### config.mk
export PLATFORM = sky130hd
export DESIGN_NAME = instr_cache
export DESIGN_NICKNAME = d
export VERILOG_FILES = /design/src/rtl/instr_cache.sv
export SDC_FILE = /design/constraint.sdc
export NUM_CORES = 1
export LEC_CHECK = 0
export ABC_AREA = 1
export BUFFER_PORTS_ARGS = -buffer_cell sky130_fd_sc_hd__buf_2
export CAP_MARGIN = 40
export CORE_MARGIN = 8
export CORE_UTILIZATION = 55
export DETAILED_ROUTE_END_ITERATION = 8
export PLACE_DENSITY = 0.76
export REMOVE_ABC_BUFFERS = 1
export SLEW_MARGIN = 20
export SYNTH_ARGS = -nofsm -noshare
export SYNTH_HDL_FRONTEND = slang
export SYNTH_SLANG_ARGS = --single-unit
export TNS_END_PERCENT = 1
### constraint.sdc
create_clock -name CLK -period 19.3 [get_ports CLK]
set_input_delay 3.86 -clock CLK [delete_from_list [all_inputs] [get_ports CLK]]
set_output_delay 3.86 -clock CLK [all_outputs]
set_load 0.01 [all_outputs]
### src/rtl/instr_cache.sv
// ============================================================================
// Module   : instr_cache
// Purpose  : Direct-mapped 8-line instruction cache, 16-byte blocks,
//            zero-cycle hit, read-only fill from instruction memory.
// Revision : 1.0  initial release
// ============================================================================
`default_nettype none

module instr_cache (
    input  logic         CLK,
    input  logic         RESET,
    input  logic         READ,
    input  logic [31:0]  PC,
    output logic [31:0]  INSTRUCTION,
    output logic         BUSYWAIT,
    output logic         MEM_READ,
    output logic [5:0]   MEM_ADDRESS,
    input  logic [127:0] MEM_READDATA,
    input  logic         MEM_BUSYWAIT
);

    typedef enum logic [1:0] {
        IDLE   = 2'd0,
        FETCH  = 2'd1,
        UPDATE = 2'd2
    } state_t;

    state_t state;
    state_t state_next;

    logic [2:0]   idx;
    logic [2:0]   tag;
    logic [1:0]   offset;
    logic         hit;
    logic [127:0] line;
    logic [31:0]  word;
    logic         busy;
    logic         fetching;

    logic [7:0]   valid;
    logic [2:0]   tag_array  [8];
    logic [127:0] data_array [8];

    logic [2:0]   fill_idx;
    logic [2:0]   fill_tag;
    logic [127:0] fill_block;

    // Byte-offset and above-1023 bits carry no meaning for this cache.
    logic unused_pc_bits;
    assign unused_pc_bits = ^{PC[31:10], PC[1:0]};

    assign idx    = PC[6:4];
    assign tag    = PC[9:7];
    assign offset = PC[3:2];

    assign hit  = READ & valid[idx] & (tag_array[idx] == tag);
    assign line = data_array[idx];

    always_comb begin
        word = 32'h0;
        case (offset)
            2'd0: word = line[31:0];
            2'd1: word = line[63:32];
            2'd2: word = line[95:64];
            2'd3: word = line[127:96];
            default: word = 32'h0;
        endcase
    end

    assign INSTRUCTION = hit ? word : 32'h0;

    always_comb begin
        state_next = state;
        busy       = 1'b0;
        fetching   = 1'b0;
        case (state)
            IDLE: begin
                busy = READ & ~hit;
                if (READ & ~hit) begin
                    state_next = FETCH;
                end
            end
            FETCH: begin
                busy     = 1'b1;
                fetching = 1'b1;
                if (!MEM_BUSYWAIT) begin
                    state_next = UPDATE;
                end
            end
            UPDATE: begin
                busy       = 1'b1;
                state_next = IDLE;
            end
            default: state_next = IDLE;
        endcase
    end

    // Gate with reset so the stall drops the instant reset is asserted,
    // even while the CPU still holds READ high on a now-invalid line.
    assign BUSYWAIT    = busy & RESET;
    assign MEM_READ    = fetching & RESET;
    assign MEM_ADDRESS = {fill_tag, fill_idx};

    always_ff @(posedge CLK or negedge RESET) begin
        if (!RESET) begin
            state <= IDLE;
            valid <= 8'h00;
        end else begin
            state <= state_next;
            if (state == UPDATE) begin
                valid[fill_idx] <= 1'b1;
            end
        end
    end

    // Tag/data storage needs no reset: valid masks stale contents.
    always_ff @(posedge CLK) begin
        if (state == IDLE) begin
            fill_idx <= idx;
            fill_tag <= tag;
        end
        if (state == FETCH && !MEM_BUSYWAIT) begin
            fill_block <= MEM_READDATA;
        end
        if (state == UPDATE) begin
            tag_array[fill_idx]  <= fill_tag;
            data_array[fill_idx] <= fill_block;
        end
    end

endmodule

`default_nettype wire

## Word level (Yosys, flattened, before mapping)

Memories as Yosys holds them, arrays and structs flattened.
Cells that the tools add are included.
W data, S select, Z words.

| storage, ports and cells | value |
|---|---|
| bits in registers | 144 |
| bits in writable memories | 1048 |
| input bits | 164 |
| output and inout bits | 40 |
| word-level logic and storage cells | 45 |
| memories kept | 2 |

Memory list:

| memory | depth | bits a word | rd ports | clocked after memory_dff | write ports | RTL line | RTL |
|---|---|---|---|---|---|---|---|
| data_array | 8 | 128 | 1 | 0 | 1 | 42 | `logic [127:0] data_array [8];` |
| tag_array | 8 | 3 | 1 | 0 | 1 | 41 | `logic [2:0] tag_array [8];` |

| operators by class | value |
|---|---|
| order comparisons | 3 |
| equality and inequality tests | 8 |
| muxes and demuxes | 13 |
| bitwise logic cells | 7 |
| reductions and logical operators | 7 |

Operator list:

| cell | count |
|---|---|
| $pmux W32 S4 | 1 |
| $mux W32 | 1 |
| $lt A3 B4 Y1 const B | 2 |
| $or A8 B8 Y8 | 1 |
| $eq A2 B2 Y1 const B | 3 |
| $and A1 B1 Y1 | 5 |
| $mux W1 | 5 |
| $eq A2 B1 Y1 const B | 2 |
| $logic_not A2 Y1 | 2 |
| $mux W2 | 2 |
| $ne A2 B2 Y1 const B | 2 |
| $pmux W2 S2 | 1 |
| $bmux W1 S3 | 1 |
| $demux W1 S3 | 1 |
| $eq A3 B3 Y1 | 1 |
| $ge A3 B1 Y1 const B | 1 |
| $logic_and A1 B1 Y1 | 2 |
| $pmux W1 S2 | 1 |
| $reduce_and A2 Y1 | 1 |
| $reduce_or A2 Y1 | 1 |
| $logic_not A1 Y1 | 1 |
| $not A1 Y1 | 1 |

## Depth between registers and ports, before layout

| logic depth | value |
|---|---|
| depth after elaboration | 8 |
| gate-level depth with buffers | 17 |
| depth with buffers taken out | 14 |

## Least setup slack after synthesis

OpenSTA, ideal clock, no wires.

| timing | value |
|---|---|
| path type | input port to flip-flop |
| start point | in MEM_BUSYWAIT |
| end point | reg fill_block[0], enable pin |
| setup time | 0.620 ns |
| arrival | 9.145 ns |
| data required time | 18.680 ns |
| setup slack | 9.535 ns |
| stages on the path | 1 |
| buffers on the path | 0 |
| cells stage by stage | nor2_1 |

| between the ends | value |
|---|---|
| word-level cells in the longest chain between the ends | 2 |

Ends and longest elaborated chain:

| what | RTL line | RTL |
|---|---|---|
| start: declaration | 19 | `input logic MEM_BUSYWAIT` |
| $logic_not A1 Y1 | 122 | `if (state == FETCH && !MEM_BUSYWAIT) begin` |
| $logic_and A1 B1 Y1 | 122 |  |
| end signal: assignment | 123 | `fill_block <= MEM_READDATA;` |
| end: declaration | 46 | `logic [127:0] fill_block;` |

Every way passes these cells.
A chain may end at the register's enable or synchronous reset.

## Final worst setup path

| timing | value |
|---|---|
| start point | in PC[4] |
| end point | out INSTRUCTION[12] |

| between the ends | value |
|---|---|
| word-level cells in the longest chain between the ends | 5 |
| elaborated cells on any way between the ends | 9 |
| those cells by class | eq/ne: 1; mux: 4; bitwise: 2; memory: 2 |

Ends and longest elaborated chain:

| what | RTL line | RTL |
|---|---|---|
| start: declaration | 13 | `input logic [31:0] PC,` |
| branches (longest 4 deep; another with $mem_v2 Z8 W3) | -- |  |
| $mux W32 * | 70 | `assign INSTRUCTION = hit ? word : 32'h0;` |
| end: declaration | 14 | `output logic [31:0] INSTRUCTION,` |

Every way passes the cells marked *. The select of a mux whose other input is x is not followed.

==> impl_metrics.prom <==
# TYPE chip_impl_metric gauge
chip_impl_metric{name="cellLeakagePower",unit="nW"} 16.9
chip_impl_info{name="cts_tree",value="done"} 1
chip_impl_metric{name="numPortBuffers",unit=""} 179
chip_impl_metric{name="grt_use_total",unit="%"} 21.9
chip_impl_metric{name="synth.cell_area",unit="µm²"} 45600
chip_impl_metric{name="fp.coreArea",unit="µm²"} 82100
chip_impl_metric{name="cts_post_setup_buffers_inserted",unit=""} 0
chip_impl_metric{name="placement.setup.worst_slack",unit="ps"} 8250
chip_impl_metric{name="total_overflow_reported_by_the_global_router",unit=""} 0
chip_impl_metric{name="grt_antenna_before_repair",unit=""} 1
chip_impl_metric{name="hold_violations",unit=""} 0
chip_impl_metric{name="relSlewSlack",unit="%"} 27.5
chip_impl_metric{name="worstPathRequired",unit="ps"} 15440
chip_impl_metric{name="synth_cell_type_count",unit=""} 34
chip_impl_metric{name="placement.cell_area",unit="µm²"} 47500
chip_impl_metric{name="power.net_switching",unit="mW"} 1.37
chip_impl_metric{name="total_inserted_antenna_cells",unit=""} 0
chip_impl_metric{name="seqPwrFrac",unit="%"} 54.3
chip_impl_metric{name="dr_total_vias",unit=""} 27200
chip_impl_metric{name="fp.dieArea",unit="µm²"} 92500
chip_impl_metric{name="power_switching_share",unit="%"} 22.8
chip_impl_metric{name="final_util",unit="%"} 62.7
chip_impl_metric{name="internal_power",unit="mW"} 4.64
chip_impl_info{name="outcome",value="completed"} 1
chip_impl_metric{name="pwr-share-comb",unit="%"} 7.4
chip_impl_metric{name="fmaxAchievable",unit="GHz"} 0.0890
chip_impl_metric{name="crit_arrival",unit="ps"} 7370
chip_impl_metric{name="post_route_cells_drive_above_1_share",unit="%"} 12.6
chip_impl_metric{name="worst-slew-pin-transition",unit="ps"} 1090
chip_impl_metric{name="first_iter_violations",unit=""} 2990
chip_impl_info{name="worst_hold_path_type",value="flip-flop to flip-flop"} 1
chip_impl_metric{name="setup_slack_of_the_critical_path_after_layout",unit="ps"} 8070
chip_impl_metric{name="clk_transition_reported_paths",unit="ps"} 60
chip_impl_metric{name="timing.final.max_slew_violations",unit=""} 0
chip_impl_info{name="critical_path.startpoint_type",value="input pin"} 1
chip_impl_metric{name="yosys_register_bits",unit=""} 1192
chip_impl_info{name="clock_tree.root_cell",value="sky130_fd_sc_hd__clkbuf_16"} 1
chip_impl_info{name="critical_path_class",value="input pin to output port"} 1
chip_impl_metric{name="synthesis.area_per_instance",unit="µm²"} 14.5
chip_impl_metric{name="floorplan.die.height",unit="µm"} 304
chip_impl_metric{name="powerDensity",unit="nW/µm²"} 117
chip_impl_metric{name="die_w",unit="µm"} 304
chip_impl_metric{name="clk_latency",unit="ps"} 670
chip_impl_info{name="most_common_cell_after_layout_fill_and_taps_aside",value="sky130_fd_sc_hd__edfxtp_1"} 1
chip_impl_metric{name="dp_cells",unit=""} 4227
chip_impl_info{name="mostFrequentLayoutCells",value="sky130_fd_sc_hd__edfxtp_1 (1182), sky130_fd_sc_hd__nor2_1 (456), sky130_fd_sc_hd__o21ai_0 (427)"} 1
chip_impl_metric{name="grt_pass1_vias",unit=""} 26700
chip_impl_metric{name="post_route_clock_skew",unit="ps"} 24.4
chip_impl_metric{name="cts_buffer_depth",unit=""} 3
chip_impl_metric{name="detail-route-antenna-nets",unit=""} 0
chip_impl_metric{name="cts_repair_resize_count",unit=""} 0
chip_impl_metric{name="design.portCount",unit=""} 204
chip_impl_metric{name="detail_route.first_pass.iterations",unit=""} 6
chip_impl_metric{name="floorplan.initialDensity",unit="%"} 55.6
chip_impl_info{name="critPathCaptureType",value="output port"} 1
chip_impl_metric{name="htree_levels",unit=""} 3
chip_impl_metric{name="max_cap_violations",unit=""} 0
chip_impl_metric{name="route.detailed.wl_per_inst",unit="µm"} 23.6
chip_impl_metric{name="grt_start_max_net_pins",unit=""} 221
chip_impl_metric{name="grt_first_pass_wirelength",unit="µm"} 158000
chip_impl_metric{name="setup_viol",unit=""} 0
chip_impl_metric{name="postLayoutCellArea",unit="µm²"} 51500
chip_impl_metric{name="post-route-period-util",unit="%"} 58.2
chip_impl_metric{name="synth.yosys.warnings",unit=""} 0
chip_impl_metric{name="irDropWorstVdd",unit="µV"} 93.7
chip_impl_metric{name="cts-hold-fix-buffers",unit=""} 0
chip_impl_metric{name="routed_wirelength",unit="µm"} 105000
chip_impl_info{name="grt_setup_unrepaired",value="no"} 1
chip_impl_metric{name="dp.final_hpwl",unit="µm"} 50600
chip_impl_metric{name="seq_area_frac_synth",unit="%"} 78.3
chip_impl_metric{name="crit_fanout",unit=""} 209
chip_impl_metric{name="finish.cell_count_without_fillers",unit=""} 4445
chip_impl_metric{name="postSynthCellCount",unit=""} 3153
chip_impl_metric{name="totalNegativeSetupSlack",unit="ps"} 0
chip_impl_metric{name="finalWorstPathRequiredPeriod",unit="ps"} 11230
chip_impl_metric{name="core.rowCount",unit=""} 105
chip_impl_metric{name="cts-buffers-inserted",unit=""} 114
chip_impl_metric{name="clkSinkCount",unit=""} 1192
chip_impl_metric{name="clock_power_share",unit="%"} 38.2
chip_impl_metric{name="fin_nets",unit=""} 3444
chip_impl_metric{name="drt_drc_violations_left",unit=""} 0
chip_impl_metric{name="gpl.final_weighted_congestion",unit=""} 0.725
chip_impl_metric{name="post_drt_via_cell_ratio",unit=""} 6.11
chip_impl_metric{name="synthToLayoutAreaGrowth",unit="%"} 12.8
[per-stage QoR]
| step | power [mW] | hold WS [ps] |
|---|---|---|
| 2_1_floorplan | 3.55 | 428 |
| 3_3_place_gp | 3.73 | 440 |
| 3_5_place_dp | 3.76 | 446 |
| 6_report | 6.01 | 459 |
| 5_1_grt | 6.19 | 475 |
| 4_1_cts | 6.04 | 462 |
[layer usage]
metal | wire [µm] | GRT usage, % | up-vias
li1 | - | - | 12200
met1 | 41700 | 29.0 | 13400
met2 | 51100 | 36.6 | 1301
met3 | 8660 | 3.35 | 241
met4 | 3300 | 8.07 | 2
met5 | 8 | 0 | -
[power by group through the flow]
| stage | Clock (mW) | Combinational (mW) | Sequential [mW] |
|---|---|---|---|
| 2_1_floorplan | 0 | 0.233 | 3.32 |
| 3_3_place_gp | 0 | 0.424 | 3.31 |
| 3_5_place_dp | 0 | 0.443 | 3.32 |
| 4_1_cts | 2.33 | 0.445 | 3.27 |
| 5_1_grt | 2.42 | 0.486 | 3.29 |
| 6_report | 2.30 | 0.447 | 3.26 |
[synthesized netlist by cell type, drive strengths merged]
cell type,instances,area (µm²)
nand3,85,425
nand4,16,100
nor2,469,1760
o21a,7,52.6
dfrtp,10,250
o211ai,58,435
inv,47,179
nand2,243,915
o22ai,66,413
o21ai,437,2190
nor3,16,145
o221ai,112,981
a221oi,5,43.8
clkbuf,104,392
a211oi,5,37.5
a22oi,31,233
nand3b,1,7.51
a21oi,109,546
a31oi,1,6.26
ha,5,62.6
buf,117,704
edfxtp,1182,35500
or2,1,6.26
a32o,26,260
[kinds of logic after synthesis]
group | share of synthesized area (%)
flip-flops | 78.3
AO/OA/AOI/OAI | 11.4
AND/OR/NAND/NOR | 7.37
buffers and inverters | 2.79
adder cells (fa/ha/maj) | 0.137
[registers in the layout, indices dropped and copies added, names as in the netlist]
signal,count
data_array,1024
fill_block,128
fill_idx,3
fill_tag,3
state,2
tag_array,24
valid,8
[area by class of cell]
| type | count | area [µm²] |
|---|---|---|
| clock buffers | 140 | 3060 |
| clock inverters | 76 | 843 |
| fillers | 5742 | 30600 |
| inverters | 47 | 203 |
| multi-input cells | 1693 | 8710 |
| flip-flops and latches | 1192 | 35700 |
| well taps | 1070 | 1340 |
| repair buffers | 227 | 1600 |
[critical path, cell delays in order]
cell	delay [ps]
sky130_fd_sc_hd__buf_8	370
sky130_fd_sc_hd__buf_4	770
sky130_fd_sc_hd__buf_12	600
sky130_fd_sc_hd__o21ai_0	260
sky130_fd_sc_hd__o211ai_1	240
sky130_fd_sc_hd__o211ai_1	150
sky130_fd_sc_hd__nand4_1	130
sky130_fd_sc_hd__nand2_1	70
sky130_fd_sc_hd__nor2_1	370
sky130_fd_sc_hd__buf_2	230
[worst paths after layout]
kind | from | to | slack (ps) | depth (start not counted)
worst min register to register | valid[1] | valid[1] | 460 | 2
worst max-delay path | PC[4] | INSTRUCTION[12] | 8070 | 10
worst min-delay path | valid[1] | valid[1] | 460 | 2
worst max register to register | state[0] | data_array[0][49] | 16090 | 6
min in group asynchronous | RESET | valid[4] | 3060 | 1
max in group asynchronous | RESET | state[0] | 16010 | 1
Note: power is estimated with default switching activity, not from simulation.
